==> config.mk <==
export PLATFORM = sky130hd
export DESIGN_NAME = serial_sub_flat
export DESIGN_NICKNAME = d
export VERILOG_FILES = /design/src/rtl/serial_sub_pkg.sv /design/src/rtl/serial_sub_if.sv /design/src/rtl/serial_sub_fullsub_cell.sv /design/src/rtl/serial_sub.sv /design/src/flat_wrapper.sv
export SDC_FILE = /design/constraint.sdc
export NUM_CORES = 1
export LEC_CHECK = 0
export ABC_AREA = 1
export BUFFER_PORTS_ARGS = -buffer_cell sky130_fd_sc_hd__buf_4
export CAP_MARGIN = 20
export CORE_ASPECT_RATIO = 1.2
export CORE_UTILIZATION = 35
export CTS_BUF_LIST = sky130_fd_sc_hd__clkbuf_2
export DETAILED_ROUTE_END_ITERATION = 8
export PLACE_DENSITY_LB_ADDON = 0.08
export SLEW_MARGIN = 40
export SYNTH_ARGS = -nofsm -noshare
export SYNTH_HDL_FRONTEND = slang
export SYNTH_SLANG_ARGS = --single-unit
==> constraint.sdc <==
create_clock -name i_clk -period 3.2 [get_ports i_clk]
set_clock_uncertainty 0.15 [all_clocks]
set_input_delay 0.32 -clock i_clk [delete_from_list [all_inputs] [get_ports i_clk]]
set_output_delay 0.32 -clock i_clk [all_outputs]
set_load 0.02 [all_outputs]
==> src/rtl/serial_sub_pkg.sv <==
// Shared definitions for the bit-serial subtractor: state encoding and default width.
package serial_sub_pkg;
  localparam int DEF_WIDTH = 8;

  typedef enum logic {
    ST_IDLE = 1'b0,
    ST_RUN  = 1'b1
  } state_t;
endpackage

==> src/rtl/serial_sub_if.sv <==
// Handshake/operand/result bundle for serial_sub; ovf exists only when SERIAL_SUB_OVF_EN is defined.
interface serial_sub_if #(
  parameter int WIDTH = serial_sub_pkg::DEF_WIDTH
);
  logic             start;
  logic [WIDTH-1:0] a;
  logic [WIDTH-1:0] b;
  logic             bin;
  logic             busy;
  logic             done;
  logic [WIDTH-1:0] diff;
  logic             bout;
`ifdef SERIAL_SUB_OVF_EN
  logic             ovf;
`endif

  modport master (
    output start, a, b, bin,
`ifdef SERIAL_SUB_OVF_EN
    input  ovf,
`endif
    input  busy, done, diff, bout
  );

  modport slave (
    input  start, a, b, bin,
`ifdef SERIAL_SUB_OVF_EN
    output ovf,
`endif
    output busy, done, diff, bout
  );
endinterface

==> src/rtl/serial_sub_fullsub_cell.sv <==
// One-bit combinational full subtractor: d = x - y - bi (mod 2), bo = borrow out.
module fullsub_cell (
  input  logic x,
  input  logic y,
  input  logic bi,
  output logic d,
  output logic bo
);
  assign d  = x ^ y ^ bi;
  assign bo = (~x & y) | (~x & bi) | (y & bi);
endmodule

==> src/rtl/serial_sub.sv <==
// Bit-serial subtractor, LSB first, one bit per clock, start/busy/done handshake.
// Optional signed-overflow output enabled by defining SERIAL_SUB_OVF_EN.
module serial_sub
  import serial_sub_pkg::*;
#(
  parameter int WIDTH = DEF_WIDTH
) (
  input  logic        i_clk,
  input  logic        i_rst,
  serial_sub_if.slave bus
);
  localparam int CNT_W = (WIDTH > 1) ? $clog2(WIDTH) : 1;
  localparam logic [CNT_W-1:0] LAST = CNT_W'(WIDTH - 1);

  state_t           r_state;
  logic [WIDTH-1:0] r_a_sr;
  logic [WIDTH-1:0] r_b_sr;
  logic [WIDTH-1:0] r_res_sr;
  logic             r_brw;
  logic [CNT_W-1:0] r_cnt;
  logic             r_busy;
  logic             r_done;
  logic [WIDTH-1:0] r_diff;
  logic             r_bout;
`ifdef SERIAL_SUB_OVF_EN
  logic             r_ovf;
`endif

  logic w_d;
  logic w_bo;

  fullsub_cell u_cell (
    .x  (r_a_sr[0]),
    .y  (r_b_sr[0]),
    .bi (r_brw),
    .d  (w_d),
    .bo (w_bo)
  );

  always_ff @(posedge i_clk) begin
    if (i_rst) begin
      r_state  <= ST_IDLE;
      r_a_sr   <= '0;
      r_b_sr   <= '0;
      r_res_sr <= '0;
      r_brw    <= 1'b0;
      r_cnt    <= '0;
      r_busy   <= 1'b0;
      r_done   <= 1'b0;
      r_diff   <= '0;
      r_bout   <= 1'b0;
`ifdef SERIAL_SUB_OVF_EN
      r_ovf    <= 1'b0;
`endif
    end else begin
      r_done <= 1'b0;
      case (r_state)
        ST_IDLE: begin
          if (bus.start) begin
            r_a_sr  <= bus.a;
            r_b_sr  <= bus.b;
            r_brw   <= bus.bin;
            r_cnt   <= '0;
            r_state <= ST_RUN;
            r_busy  <= 1'b1;
          end
        end
        ST_RUN: begin
          r_res_sr <= {w_d, r_res_sr[WIDTH-1:1]};
          r_a_sr   <= r_a_sr >> 1;
          r_b_sr   <= r_b_sr >> 1;
          r_brw    <= w_bo;
          r_cnt    <= r_cnt + 1'b1;
          if (r_cnt == LAST) begin
            // Final step: publish result including this cycle's bit.
            r_state <= ST_IDLE;
            r_busy  <= 1'b0;
            r_done  <= 1'b1;
            r_cnt   <= '0;
            r_diff  <= {w_d, r_res_sr[WIDTH-1:1]};
            r_bout  <= w_bo;
`ifdef SERIAL_SUB_OVF_EN
            r_ovf   <= r_brw ^ w_bo;
`endif
          end
        end
        default: r_state <= ST_IDLE;
      endcase
    end
  end

  assign bus.busy = r_busy;
  assign bus.done = r_done;
  assign bus.diff = r_diff;
  assign bus.bout = r_bout;
`ifdef SERIAL_SUB_OVF_EN
  assign bus.ovf  = r_ovf;
`endif
endmodule

==> src/flat_wrapper.sv <==
// flat-port wrapper written by rule: the top's interface ports become plain ports
module serial_sub_flat import serial_sub_pkg::*;
#(
  parameter int WIDTH = DEF_WIDTH
)
  (i_clk, i_rst, bus_start, bus_a, bus_b, bus_bin, bus_busy, bus_done, bus_diff, bus_bout);
  serial_sub_if #(.WIDTH(WIDTH)) bus_i ();
  input  logic i_clk;
  input  logic i_rst;
  input wire logic [$bits(bus_i.start)-1:0] bus_start;
  input wire logic [$bits(bus_i.a)-1:0] bus_a;
  input wire logic [$bits(bus_i.b)-1:0] bus_b;
  input wire logic [$bits(bus_i.bin)-1:0] bus_bin;
  output wire logic [$bits(bus_i.busy)-1:0] bus_busy;
  output wire logic [$bits(bus_i.done)-1:0] bus_done;
  output wire logic [$bits(bus_i.diff)-1:0] bus_diff;
  output wire logic [$bits(bus_i.bout)-1:0] bus_bout;
  assign bus_i.start = bus_start;
  assign bus_i.a = bus_a;
  assign bus_i.b = bus_b;
  assign bus_i.bin = bus_bin;
  assign bus_busy = bus_i.busy;
  assign bus_done = bus_i.done;
  assign bus_diff = bus_i.diff;
  assign bus_bout = bus_i.bout;
  serial_sub #(.WIDTH(WIDTH)) u_core (.i_clk(i_clk), .i_rst(i_rst), .bus(bus_i));
endmodule
==> results of run 1 <==
[final cells by class]
type | count | area, um^2
flip-flops and latches | 39 | 781
clock inverters | 3 | 15.0
clock buffers | 5 | 25.0
repair buffers | 34 | 263
fillers | 455 | 2410
well taps | 56 | 70.1
inverters | 20 | 75.1
multi-input cells | 151 | 686
[power by group through the flow]
stage	clock network [mW]	logic, mW	registers, mW
global placement	0	0.0967	0.532
floorplan	0	0.0683	0.527
global route	0.245	0.114	0.525
CTS	0.225	0.0984	0.521
finish	0.211	0.0978	0.521
detailed placement	0	0.0962	0.531
[synth_stat cells, drive strengths merged]
library cell / instances / area, um^2
dfxtp: 39 / 781
nand3: 30 / 150
nor2: 23 / 88.8
nand2: 71 / 267
nor3: 1 / 5.00
clkbuf: 1 / 3.75
o21a: 1 / 7.51
buf: 12 / 71.3
o21ai: 9 / 45.0
fa: 1 / 20.0
a21oi: 12 / 60.1
ha: 3 / 37.5
inv: 19 / 71.3
clkinv: 1 / 3.75
[layer usage]
metal  part of all wire [%]  wire length [um]  vias up
met4                    2.1                69        0
met5                      0                 0        -
met1                     47              1510      611
met2                     47              1530       32
met3                    4.1               134        6
li1                       -                 -      750
[flip-flops by register name, summed over array words and instances, names as in the netlist, 3 cells and up]
signal and flops:
u_core.r_res_sr 7, u_core.r_b_sr 8, u_core.r_a_sr 8, u_core.bus.diff 8, u_core.r_cnt 3
[logic make-up (layout without fill, tap and decap cells)]
family	count (synthesis)	after routing	share of synthesized area, %
simple gates	125	125	31.7
flops	39	39	48.4
buf+inv	33	62	9.32
compound gates	22	22	6.99
fa+ha+maj	4	4	3.57
[final timing paths]
check / to / slack (ns) / depth (start not counted)
worst min-delay path: u_core.r_b_sr[2]$_SDFFE_PP0P_ / 0.08 / 5
worst min register to register: u_core.r_b_sr[7]$_SDFFE_PP0P_ / 0.33 / 2
worst max register to register: u_core.bus.bout$_SDFFE_PP0P_ / 1.32 / 5
worst max-delay path: u_core.bus.bout$_SDFFE_PP0P_ / 1.32 / 5
[worst max-delay path, stage by stage, from the launching register on]
cell,delay [ns]
sky130_fd_sc_hd__dfxtp_1,0.68
sky130_fd_sc_hd__buf_4,0.31
sky130_fd_sc_hd__nand2_1,0.24
sky130_fd_sc_hd__clkinv_1,0.24
sky130_fd_sc_hd__nand2_1,0.08
sky130_fd_sc_hd__a21oi_1,0.12
==> results.md, run 1 <==
Power and ir drop
• **power spent charging and discharging nets** 0.230 mW
• **part of the total power dissipated in the clock network** 25.5%
• **Power Density** 434 mW/mm^2
• **total chip power** 0.830 mW
• **part of the total power dissipated in combinational logic** 11.8%
• **switching part of the total power** 27.7%
• **P_leak** 0.935 nW
• **power share of the sequential group** 62.8%
• **Power Internal** 0.600 mW
• **peak supply drop** 0.000216 V

Synth
• **synthesized area per cell** 7.23 um^2
• **number of nets produced by synthesis** 247
• **sequential-to-total area share from yosys stat** 48.4%
• **cell area after synthesis** 0.00161 mm^2
• **flops & latches, synth** 39
• **count of different cell masters after synthesis** 18
• **synthesized instance count** 223
• **Ys Warns** 0

CTS
• **clock tree from TritonCTS** built
• **clock transition at the registers of the reported paths** 0.20 ns
• **clk sinks** 39
• **number of buffers on the longest clock path** 2
• **clock latency reported for the late side of the worst-skew pair** 0.39 ns
• **library cell used as clock root buffer** sky130_fd_sc_hd__clkbuf_2
• **CTS buffer count** 5
• **hold buffers post-CTS** 2
• **number of resized instances in the post-cts repair step** 0
• **number of H-tree levels** 2
• **buffer count from post-CTS setup fixing** 0

Timing
• **Hold Violations, Final** 0
• **Relative slew margins** 50.5%
• **share of the cycle needed by the critical path after routing** 58.7%
• **final setup violation count** 0
• **post-layout min period** 1.88 ns
• **Final WS setup** 1.32 ns
• **total negative slack for setup checks** 0 ns
• **Achievable Freq** 532 MHz
• **number of slew-limit violations in the final report** 0
• **hold_ws** 0.0838 ns
• **RSZ-0062 raised after global routing** false
• **Slew @ Worst Pin** 0.741 ns

Worst setup path
• **RR Startpoint** u_core.r_state$_SDFF_PP0_
• **Crit. End Element** flop
• **category of the critical setup timing path** flop to flop
• **timing startpoint of the critical path** u_core.r_state$_SDFF_PP0_
• **worst endpoint required time** 3.38 ns
• **Critical Path AT** 2.06 ns
• **crit-path max FO** 18
• **startpoint class of the critical path** flop

Floorplan
• **core region area** 0.00433 mm^2
• **die outline area** 0.00488 mm^2
• **floorplan die width** 63.9 um
• **initial core utilization** 37.2%
• **Std-Cell Rows** 26
• **IO Pins** 31
• **Die Y** 76.3 um

Drt
• **number of design rule violations left after detail routing** 0
• **number of DRC violations after detailed-routing iteration 0** 47
• **DR WL/cell** 10.5 um
• **detailed-route via count** 1399
• **vias per std cell** 4.54
• **total iterations of the first detailed-routing run** 4
• **Total Wirelength** 3240 um
• **antenna violation net count after detailed routing** 0

Global route
• **met1 track utilization from global routing** 18.0%
• **global-route wire length before repair** 5820 um
• **GRT Total Usage** 15.4%
• **met3 layer usage reported by global route** 4.49%
• **highest-utilization routing layer at the global route stage** met2
• **antenna violations before repair** 0
• **maximum number of pins on one net before global-route repair** 26
• **met2 Use GR** 25.3%
• **via count of the first global-routing pass** 1318
• **global-route congestion overflow total** 0

Placement
• **# placed instances** 297
• **worst slack at placement** 1.35 ns
• **instance area after placement** 0.00184 mm^2
• **GPL Wtd Cong** 0.693
• **IO Port Bufs** 30
• **final HPWL from detailed placement** 2120 um

Min path
• **Hold Path Class** input port to flop
• **startpoint of the worst hold path** bus_b[2]

Cells and area
• **most frequent standard cell in the layout excluding fill and tap cells** sky130_fd_sc_hd__nand2_1
• **cell area after layout** 0.00191 mm^2
• **share of cells above drive strength 1** 15.9%
• **antenna cells** 0
• **area growth from synthesis to layout** 18.8%
• **Finished Core Util** 44.2%
• **layout net count** 275
• **leading cell types in the layout, fill and taps excluded** 71 x sky130_fd_sc_hd__nand2_1, 39 x sky130_fd_sc_hd__dfxtp_1, 31 x sky130_fd_sc_hd__buf_4
• **non-filler cells in the finished layout** 308

Status
• **result of the run** complete, no violations

Run
• **reported max-cap violation count** 0

No activity file was read; power rests on OpenSTA's default activity.
==> run 2, diff against run 1 <==
ABC_AREA = 0   (was 1)
clock period = 1.95 ns   (was 3.2 ns; I/O delays follow)
==> run 2 against run 1 <==
  * Cell count is 15% lower
  * Global-route usage is 0.74 points lower
  * Via count is 7.4% lower
  * Highest routed layer unchanged
  * Die area is 7.5% higher
  * Core utilization is 1.8 points higher
  * Synthesized area is 7.8% higher
  * Critical endpoint is now u_core.r_a_sr[2]$_SDFFE_PP0P_
  * Routed wire length is 2.5% higher
  * Count of clock-buffer cells in the layout stayed put
  * Sequential cell count stayed put
==> results.md, run 2 <==
Status
• **result of the run** complete, no violations, unchanged

Timing
• **Slew @ Worst Pin** 0.644 ns, was 0.741 ns
• **Final WS setup** 0.337 ns, was 1.32 ns
• **Relative slew margins** 57.0%, was 50.5%
• **RSZ-0062 raised after global routing** false, unchanged
• **final setup violation count** 0, unchanged
• **Achievable Freq** 620 MHz, was 532 MHz
• **number of slew-limit violations in the final report** 0, unchanged
• **total negative slack for setup checks** 0 ns, unchanged
• **Hold Violations, Final** 0, unchanged
• **share of the cycle needed by the critical path after routing** 82.7%, was 58.7%
• **post-layout min period** 1.61 ns, was 1.88 ns

Synth
• **synthesized instance count** 166, was 223
• **share of Yosys cell area claimed by the top area cell type** 45.0%, was 48.4%
• **cells taking the most area after synthesis** sky130_fd_sc_hd__dfxtp_1 45%, sky130_fd_sc_hd__mux2i_1 13%, sky130_fd_sc_hd__nor2b_1 5.4%, sky130_fd_sc_hd__a211oi_2 5.0%, sky130_fd_sc_hd__a21bo_2 4.6%, was sky130_fd_sc_hd__dfxtp_1 48%, sky130_fd_sc_hd__nand2_1 17%, sky130_fd_sc_hd__nand3_1 9.3%, sky130_fd_sc_hd__nor2_1 5.1%, sky130_fd_sc_hd__inv_1 4.4%
• **async set-reset flop share out of synthesis** 0%, unchanged
• **leading cell type by number of instances after synthesis** sky130_fd_sc_hd__dfxtp_1, was sky130_fd_sc_hd__nand2_1
• **Post-synth EDFFs** 0, unchanged
• **number of nets produced by synthesis** 190, was 247
• **Ys Warns** 0, unchanged
• **top flip-flop cell by instance count after synthesis** sky130_fd_sc_hd__dfxtp_1, unchanged
• **count of different cell masters after synthesis** 25, was 18
• **flops & latches, synth** 39, unchanged
• **sequential-to-total area share from yosys stat** 45.0%, was 48.4%
• **synthesized area per cell** 10.5 um^2, was 7.23 um^2
• **biggest area consumer among synthesized cells** sky130_fd_sc_hd__dfxtp_1, unchanged
• **commonest cells in the netlist** 39 x sky130_fd_sc_hd__dfxtp_1, 23 x sky130_fd_sc_hd__mux2i_1, 15 x sky130_fd_sc_hd__nor2b_1, 13 x sky130_fd_sc_hd__a21oi_1, 9 x sky130_fd_sc_hd__a211oi_1, was 71 x sky130_fd_sc_hd__nand2_1, 39 x sky130_fd_sc_hd__dfxtp_1, 30 x sky130_fd_sc_hd__nand3_1, 22 x sky130_fd_sc_hd__nor2_1, 19 x sky130_fd_sc_hd__inv_1
• **cell area after synthesis** 0.00174 mm^2, was 0.00161 mm^2

Power and ir drop
• **switching part of the total power** 27.2%, was 27.7%
• **Power Density** 665 mW/mm^2, was 434 mW/mm^2
• **Power Internal** 1.04 mW, was 0.600 mW
• **part of the total power dissipated in the clock network** 23.0%, was 25.5%
• **part of the total power dissipated in combinational logic** 15.8%, was 11.8%
• **total chip power** 1.43 mW, was 0.830 mW
• **P_leak** 0.896 nW, was 0.935 nW
• **power spent charging and discharging nets** 0.388 mW, was 0.230 mW
• **peak supply drop** 0.000340 V, was 0.000216 V
• **power share of the sequential group** 61.1%, was 62.8%

Placement
• **final HPWL from detailed placement** 2210 um, was 2120 um
• **GPL Wtd Cong** 0.660, was 0.693
• **IO Port Bufs** 30, unchanged
• **worst slack at placement** 0.362 ns, was 1.35 ns

Floorplan
• **IO Pins** 31, unchanged
• **floorplan die width** 66.3 um, was 63.9 um
• **core region area** 0.00466 mm^2, was 0.00433 mm^2
• **die outline area** 0.00525 mm^2, was 0.00488 mm^2
• **Die Y** 79.2 um, was 76.3 um
• **initial core utilization** 37.3%, was 37.2%
• **Std-Cell Rows** 27, was 26

Run
• **reported max-cap violation count** 0, unchanged

CTS
• **number of resized instances in the post-cts repair step** 0, unchanged
• **buffer count from post-CTS setup fixing** 0, unchanged
• **clock tree from TritonCTS** built, unchanged
• **CTS buffer count** 5, unchanged
• **clock latency reported for the late side of the worst-skew pair** 0.38 ns, was 0.39 ns
• **number of buffers on the longest clock path** 2, unchanged
• **clk sinks** 39, unchanged
• **hold buffers post-CTS** 13, was 2
• **number of H-tree levels** 2, unchanged
• **clock transition at the registers of the reported paths** 0.18 ns, was 0.20 ns
• **library cell used as clock root buffer** sky130_fd_sc_hd__clkbuf_2, unchanged

Drt
• **number of DRC violations after detailed-routing iteration 0** 56, was 47
• **met3 wire length** 131 um, was 134 um
• **antenna violation net count after detailed routing** 0, unchanged
• **vias per std cell** 4.93, was 4.54
• **total iterations of the first detailed-routing run** 3, was 4
• **number of design rule violations left after detail routing** 0, unchanged
• **routed length on met1** 1500 um, was 1510 um
• **highest signal layer in the routed design** met4, unchanged
• **DR WL/cell** 12.6 um, was 10.5 um
• **Total Wirelength** 3320 um, was 3240 um
• **detailed-route via count** 1296, was 1399
• **metal2 WL** 1630 um, was 1530 um

Worst setup path
• **startpoint class of the critical path** flop, unchanged
• **crit-path max FO** 18, unchanged
• **worst endpoint required time** 2.10 ns, was 3.38 ns
• **Critical Path AT** 1.76 ns, was 2.06 ns
• **category of the critical setup timing path** flop to flop, unchanged
• **Crit. End Element** flop, unchanged

Global route
• **via count of the first global-routing pass** 1305, was 1318
• **maximum number of pins on one net before global-route repair** 40, was 26
• **global-route wire length before repair** 5810 um, was 5820 um
• **antenna violations before repair** 0, unchanged
• **GRT Total Usage** 14.7%, was 15.4%
• **global-route congestion overflow total** 0, unchanged

Cells and area
• **most frequent standard cell in the layout excluding fill and tap cells** sky130_fd_sc_hd__dfxtp_1, was sky130_fd_sc_hd__nand2_1
• **area growth from synthesis to layout** 23.6%, was 18.8%
• **layout net count** 229, was 275
• **leading cell types in the layout, fill and taps excluded** 39 x sky130_fd_sc_hd__dfxtp_1, 33 x sky130_fd_sc_hd__buf_4, 23 x sky130_fd_sc_hd__mux2i_1, was 71 x sky130_fd_sc_hd__nand2_1, 39 x sky130_fd_sc_hd__dfxtp_1, 31 x sky130_fd_sc_hd__buf_4
• **antenna cells** 0, unchanged
• **share of cells above drive strength 1** 27.8%, was 15.9%
• **Finished Core Util** 46.0%, was 44.2%

Min path
• **Hold Path Class** input port to flop, unchanged

[run 2: cell count changes in the layout (fill, tap and decap cells not counted), moves of 10 or more]
cell / change
sky130_fd_sc_hd__dlygate4sd3_1: +10
sky130_fd_sc_hd__inv_1: -18
sky130_fd_sc_hd__mux2i_1: +23
sky130_fd_sc_hd__nand2_1: -68
sky130_fd_sc_hd__nand3_1: -22
sky130_fd_sc_hd__nor2_1: -14
sky130_fd_sc_hd__nor2b_1: +15
[run 2: path summary, 6_finish.rpt]
check / from / endpoint / slack [ns] / cells after the start
setup / recovery: u_core.r_state$_SDFF_PP0_ / u_core.r_a_sr[2]$_SDFFE_PP0P_ / 0.34 / 2
hold / removal: bus_b[3] / u_core.r_b_sr[3]$_SDFFE_PP0P_ / 0.04 / 3
setup reg to reg: u_core.r_state$_SDFF_PP0_ / u_core.r_a_sr[2]$_SDFFE_PP0P_ / 0.34 / 2
hold reg to reg: u_core.r_res_sr[1]$_SDFFE_PP0P_ / u_core.bus.diff[0]$_SDFFE_PP0P_ / 0.34 / 2
[run 2: cell type report]
class                           count  area [um^2]
Fill cell                         454         2520
Multi-Input combinational cell    110          853
Sequential cell                    39          781
Timing Repair Buffer               47          398
Tap cell                           58         72.6
Clock buffer                        5         25.0
Clock inverter                      2         8.76
Inverter                            2         7.51
[run 2: cells by family (layout without fill, tap and decap cells)]
family	Yosys count	count (layout)	share of synthesized area (%)
DFF	39	39	45.0
adders and majority gates	4	4	3.31
and+or+nand+nor	43	43	13.8
AOI/OAI and AO/OA	40	40	18.7
muxes	23	23	13.3
buffers and inverters	17	56	5.91
[run 2: stage by stage]
step	hold WS [ns]	cells	instance area, um^2
2_1_floorplan	0.227	166	1740
3_3_place_gp	0.313	243	1980
3_5_place_dp	0.327	243	1980
4_1_cts	0.00500	263	2150
5_1_grt	0.0109	263	2150
6_report	0.0422	263	2150
[run 2: critical path, cell delays in order (launching register included)]
cell	delay [ns]
sky130_fd_sc_hd__dfxtp_1	0.77
sky130_fd_sc_hd__inv_2	0.31
sky130_fd_sc_hd__a211oi_1	0.30
[run 2: power groups by stage]
| stage | clock [mW] | sequential (mW) | combinational, mW |
|---|---|---|---|
| floorplan | 0 | 0.876 | 0.158 |
| global placement | 0 | 0.887 | 0.202 |
| detailed placement | 0 | 0.889 | 0.209 |
| CTS | 0.353 | 0.872 | 0.230 |
| global route | 0.391 | 0.879 | 0.250 |
| finish | 0.329 | 0.872 | 0.226 |
[run 2: layer usage]
metal | up-vias | global-route usage (%)
met5 | - | 0
met4 | 0 | 5.74
met3 | 6 | 4.74
met2 | 25 | 24.7
met1 | 603 | 16.9
li1 | 662 | -
==> run 3, diff against run 2 <==
clock period = 1.35 ns   (was 1.95 ns; I/O delays follow)
==> run 3 against run 2 <==
  * Clock power up 50%
  * Register-to-register slack worse by 0.39 ns
  * The flow now finishes with violations (setup timing)
  * Maximum frequency up 15%
  * Routed wire length up 5.0%
  * Critical path type unchanged
  * Global-route usage down 0.21 points
  * Largest cell class unchanged
  * Via count up 4.7%
  * First-iteration DRC count down 14%
  * Sequential power up 44%
==> results.md, run 3 (same netlist as run 2, synthesis figures left out) <==
Status
• **result of the run** complete, but fails checks, was complete, no violations
• **violated checks** setup timing

Placement
• **worst slack at placement** -0.0294 ns, was 0.362 ns
• **GPL Wtd Cong** 0.677, was 0.660
• **IO Port Bufs** 30, unchanged
• **final HPWL from detailed placement** 2150 um, was 2210 um
• **# placed instances** 244, was 243

Timing
• **share of the cycle needed by the critical path after routing** 104%, was 82.7%
• **final setup violation count** 2, was 0
• **Achievable Freq** 715 MHz, was 620 MHz
• **Slew @ Worst Pin** 0.475 ns, was 0.644 ns
• **Relative slew margins** 68.3%, was 57.0%
• **total negative slack for setup checks** -0.0569 ns, was 0 ns
• **Hold Violations, Final** 0, unchanged
• **post-layout min period** 1.40 ns, was 1.61 ns
• **RSZ-0062 raised after global routing** true, was false
• **number of slew-limit violations in the final report** 0, unchanged
• **Final WS setup** -0.0493 ns, was 0.337 ns

CTS
• **clk sinks** 39, unchanged
• **clock tree from TritonCTS** built, unchanged
• **library cell used as clock root buffer** sky130_fd_sc_hd__clkbuf_2, unchanged
• **clock latency reported for the late side of the worst-skew pair** 0.38 ns, about the same
• **clock transition at the registers of the reported paths** 0.20 ns, was 0.18 ns
• **number of H-tree levels** 2, unchanged
• **number of buffers on the longest clock path** 2, unchanged
• **CTS buffer count** 5, unchanged

Worst setup path
• **Critical Path AT** 1.58 ns, was 1.76 ns
• **worst endpoint required time** 1.53 ns, was 2.10 ns
• **crit-path max FO** 2, was 18
• **worst-path cell chain** ha_4 > ha_2 > or3b_1 > a21oi_1, was inv_2 > a211oi_1
• **Crit. End Element** flop, unchanged
• **startpoint class of the critical path** flop, unchanged
• **category of the critical setup timing path** flop to flop, unchanged
• **reg-to-reg slack, setup** -0.05 ns, was 0.34 ns
• **slowest cell on the critical path** sky130_fd_sc_hd__dfxtp_2, was sky130_fd_sc_hd__dfxtp_1
• **maximum cell stage delay along the critical path** 0.38 ns, was 0.77 ns

Floorplan
• **Std-Cell Rows** 27, unchanged
• **die outline area** 0.00525 mm^2, unchanged
• **core region area** 0.00466 mm^2, unchanged
• **floorplan die width** 66.3 um, unchanged
• **Die Y** 79.2 um, unchanged
• **IO Pins** 31, unchanged
• **initial core utilization** 37.3%, unchanged

Cells and area
• **share of cells above drive strength 1** 32.9%, was 27.8%
• **layout net count** 236, was 229
• **number of fill cells in the layout** 468, was 454
• **leading cell types in the layout, fill and taps excluded** 35 x sky130_fd_sc_hd__buf_4, 35 x sky130_fd_sc_hd__dfxtp_1, 23 x sky130_fd_sc_hd__mux2i_1, was 39 x sky130_fd_sc_hd__dfxtp_1, 33 x sky130_fd_sc_hd__buf_4, 23 x sky130_fd_sc_hd__mux2i_1
• **total area of multi-input combinational cells** 895 um^2, was 853 um^2
• **antenna cells** 0, unchanged
• **Finished Core Util** 48.5%, was 46.0%
• **non-filler cells in the finished layout** 271, was 263
• **area taken by flip-flops and latches** 786 um^2, was 781 um^2
• **area growth from synthesis to layout** 30.2%, was 23.6%

Drt
• **vias per std cell** 5.01, was 4.93
• **DR WL/cell** 12.9 um, was 12.6 um
• **number of design rule violations left after detail routing** 0, unchanged
• **Total Wirelength** 3490 um, was 3320 um
• **antenna violation net count after detailed routing** 0, unchanged
• **total iterations of the first detailed-routing run** 4, was 3
• **detailed-route via count** 1357, was 1296
• **number of DRC violations after detailed-routing iteration 0** 48, was 56

Global route
• **global-route wire length before repair** 5730 um, was 5810 um
• **via count of the first global-routing pass** 1289, was 1305
• **maximum number of pins on one net before global-route repair** 40, unchanged
• **antenna violations before repair** 0, unchanged
• **GRT Total Usage** 14.5%, was 14.7%
• **global-route congestion overflow total** 0, unchanged

Run
• **reported max-cap violation count** 0, unchanged

Power and ir drop
• **peak supply drop** 0.000525 V, was 0.000340 V
• **P_leak** 0.924 nW, was 0.896 nW
• **Power Density** 934 mW/mm^2, was 665 mW/mm^2

Min path
• **Hold Path Class** input port to flop, unchanged

[run 3: layout make-up]
cell class                 instances  area share (%)
tap                               58            3.21
multi-input combinational        110            39.6
inverter                           2           0.332
clock inverter                     2           0.332
sequential                        39            34.8
timing repair buffer              54            20.5
clock buffer                       6            1.33
[run 3: critical path: cells and delay by family, from the launching register on]
family,cells,cell delay (ns)
AO/OA/AOI/OAI,1,0.12
adder cells (fa/ha/maj),2,0.34
flip-flops,1,0.38
AND/OR/NAND/NOR,1,0.36
[run 3: per-layer routing]
layer  global-route usage [%]  vias to the layer above  share of wire (%)
met5                        0                        -                  0
met4                     6.17                        0                2.4
met3                     4.60                        7                3.6
met2                     24.8                       28                 50
met1                     16.2                      640                 44
li1                         -                      682                  -
[run 3: per-stage QoR]
stage | instance area (um^2) | power (mW) | hold WS (ns)
after floorplan | 1760 | 1.49 | 0.167
after global placement | 2000 | 1.57 | 0.278
after detailed placement | 2000 | 1.59 | 0.298
after CTS | 2250 | 2.14 | 0.0704
after global routing | 2260 | 2.24 | 0.0591
final | 2260 | 2.11 | 0.0903
[run 3: final timing paths]
check / from / endpoint / cells after the start
min: bus_start / u_core.bus.busy$_SDFFE_PP0P_ / 3
max reg2reg: u_core.r_cnt[1]$_SDFFE_PP0P_ / u_core.r_cnt[0]$_SDFFE_PP0P_ / 4
min reg2reg: u_core.r_res_sr[3]$_SDFFE_PP0P_ / u_core.bus.diff[2]$_SDFFE_PP0P_ / 2
max: u_core.r_cnt[1]$_SDFFE_PP0P_ / u_core.r_cnt[0]$_SDFFE_PP0P_ / 4
[run 3: timing repair]
action	in CTS	in global routing
endpoints found under the hold margin	18	0
buffers inserted	1	0
pin swaps	3	4
resized for setup	7	3
endpoints found under the setup margin	16	12
hold buffers	18	0
[run 3: report_power, final]
part	switching [mW]	total, mW	leakage, nW	internal, mW
clock	0.368	0.493	0.0281	0.125
combinational	0.163	0.361	0.575	0.197
sequential	0.0430	1.26	0.321	1.21
total	0.574	2.11	0.924	1.54
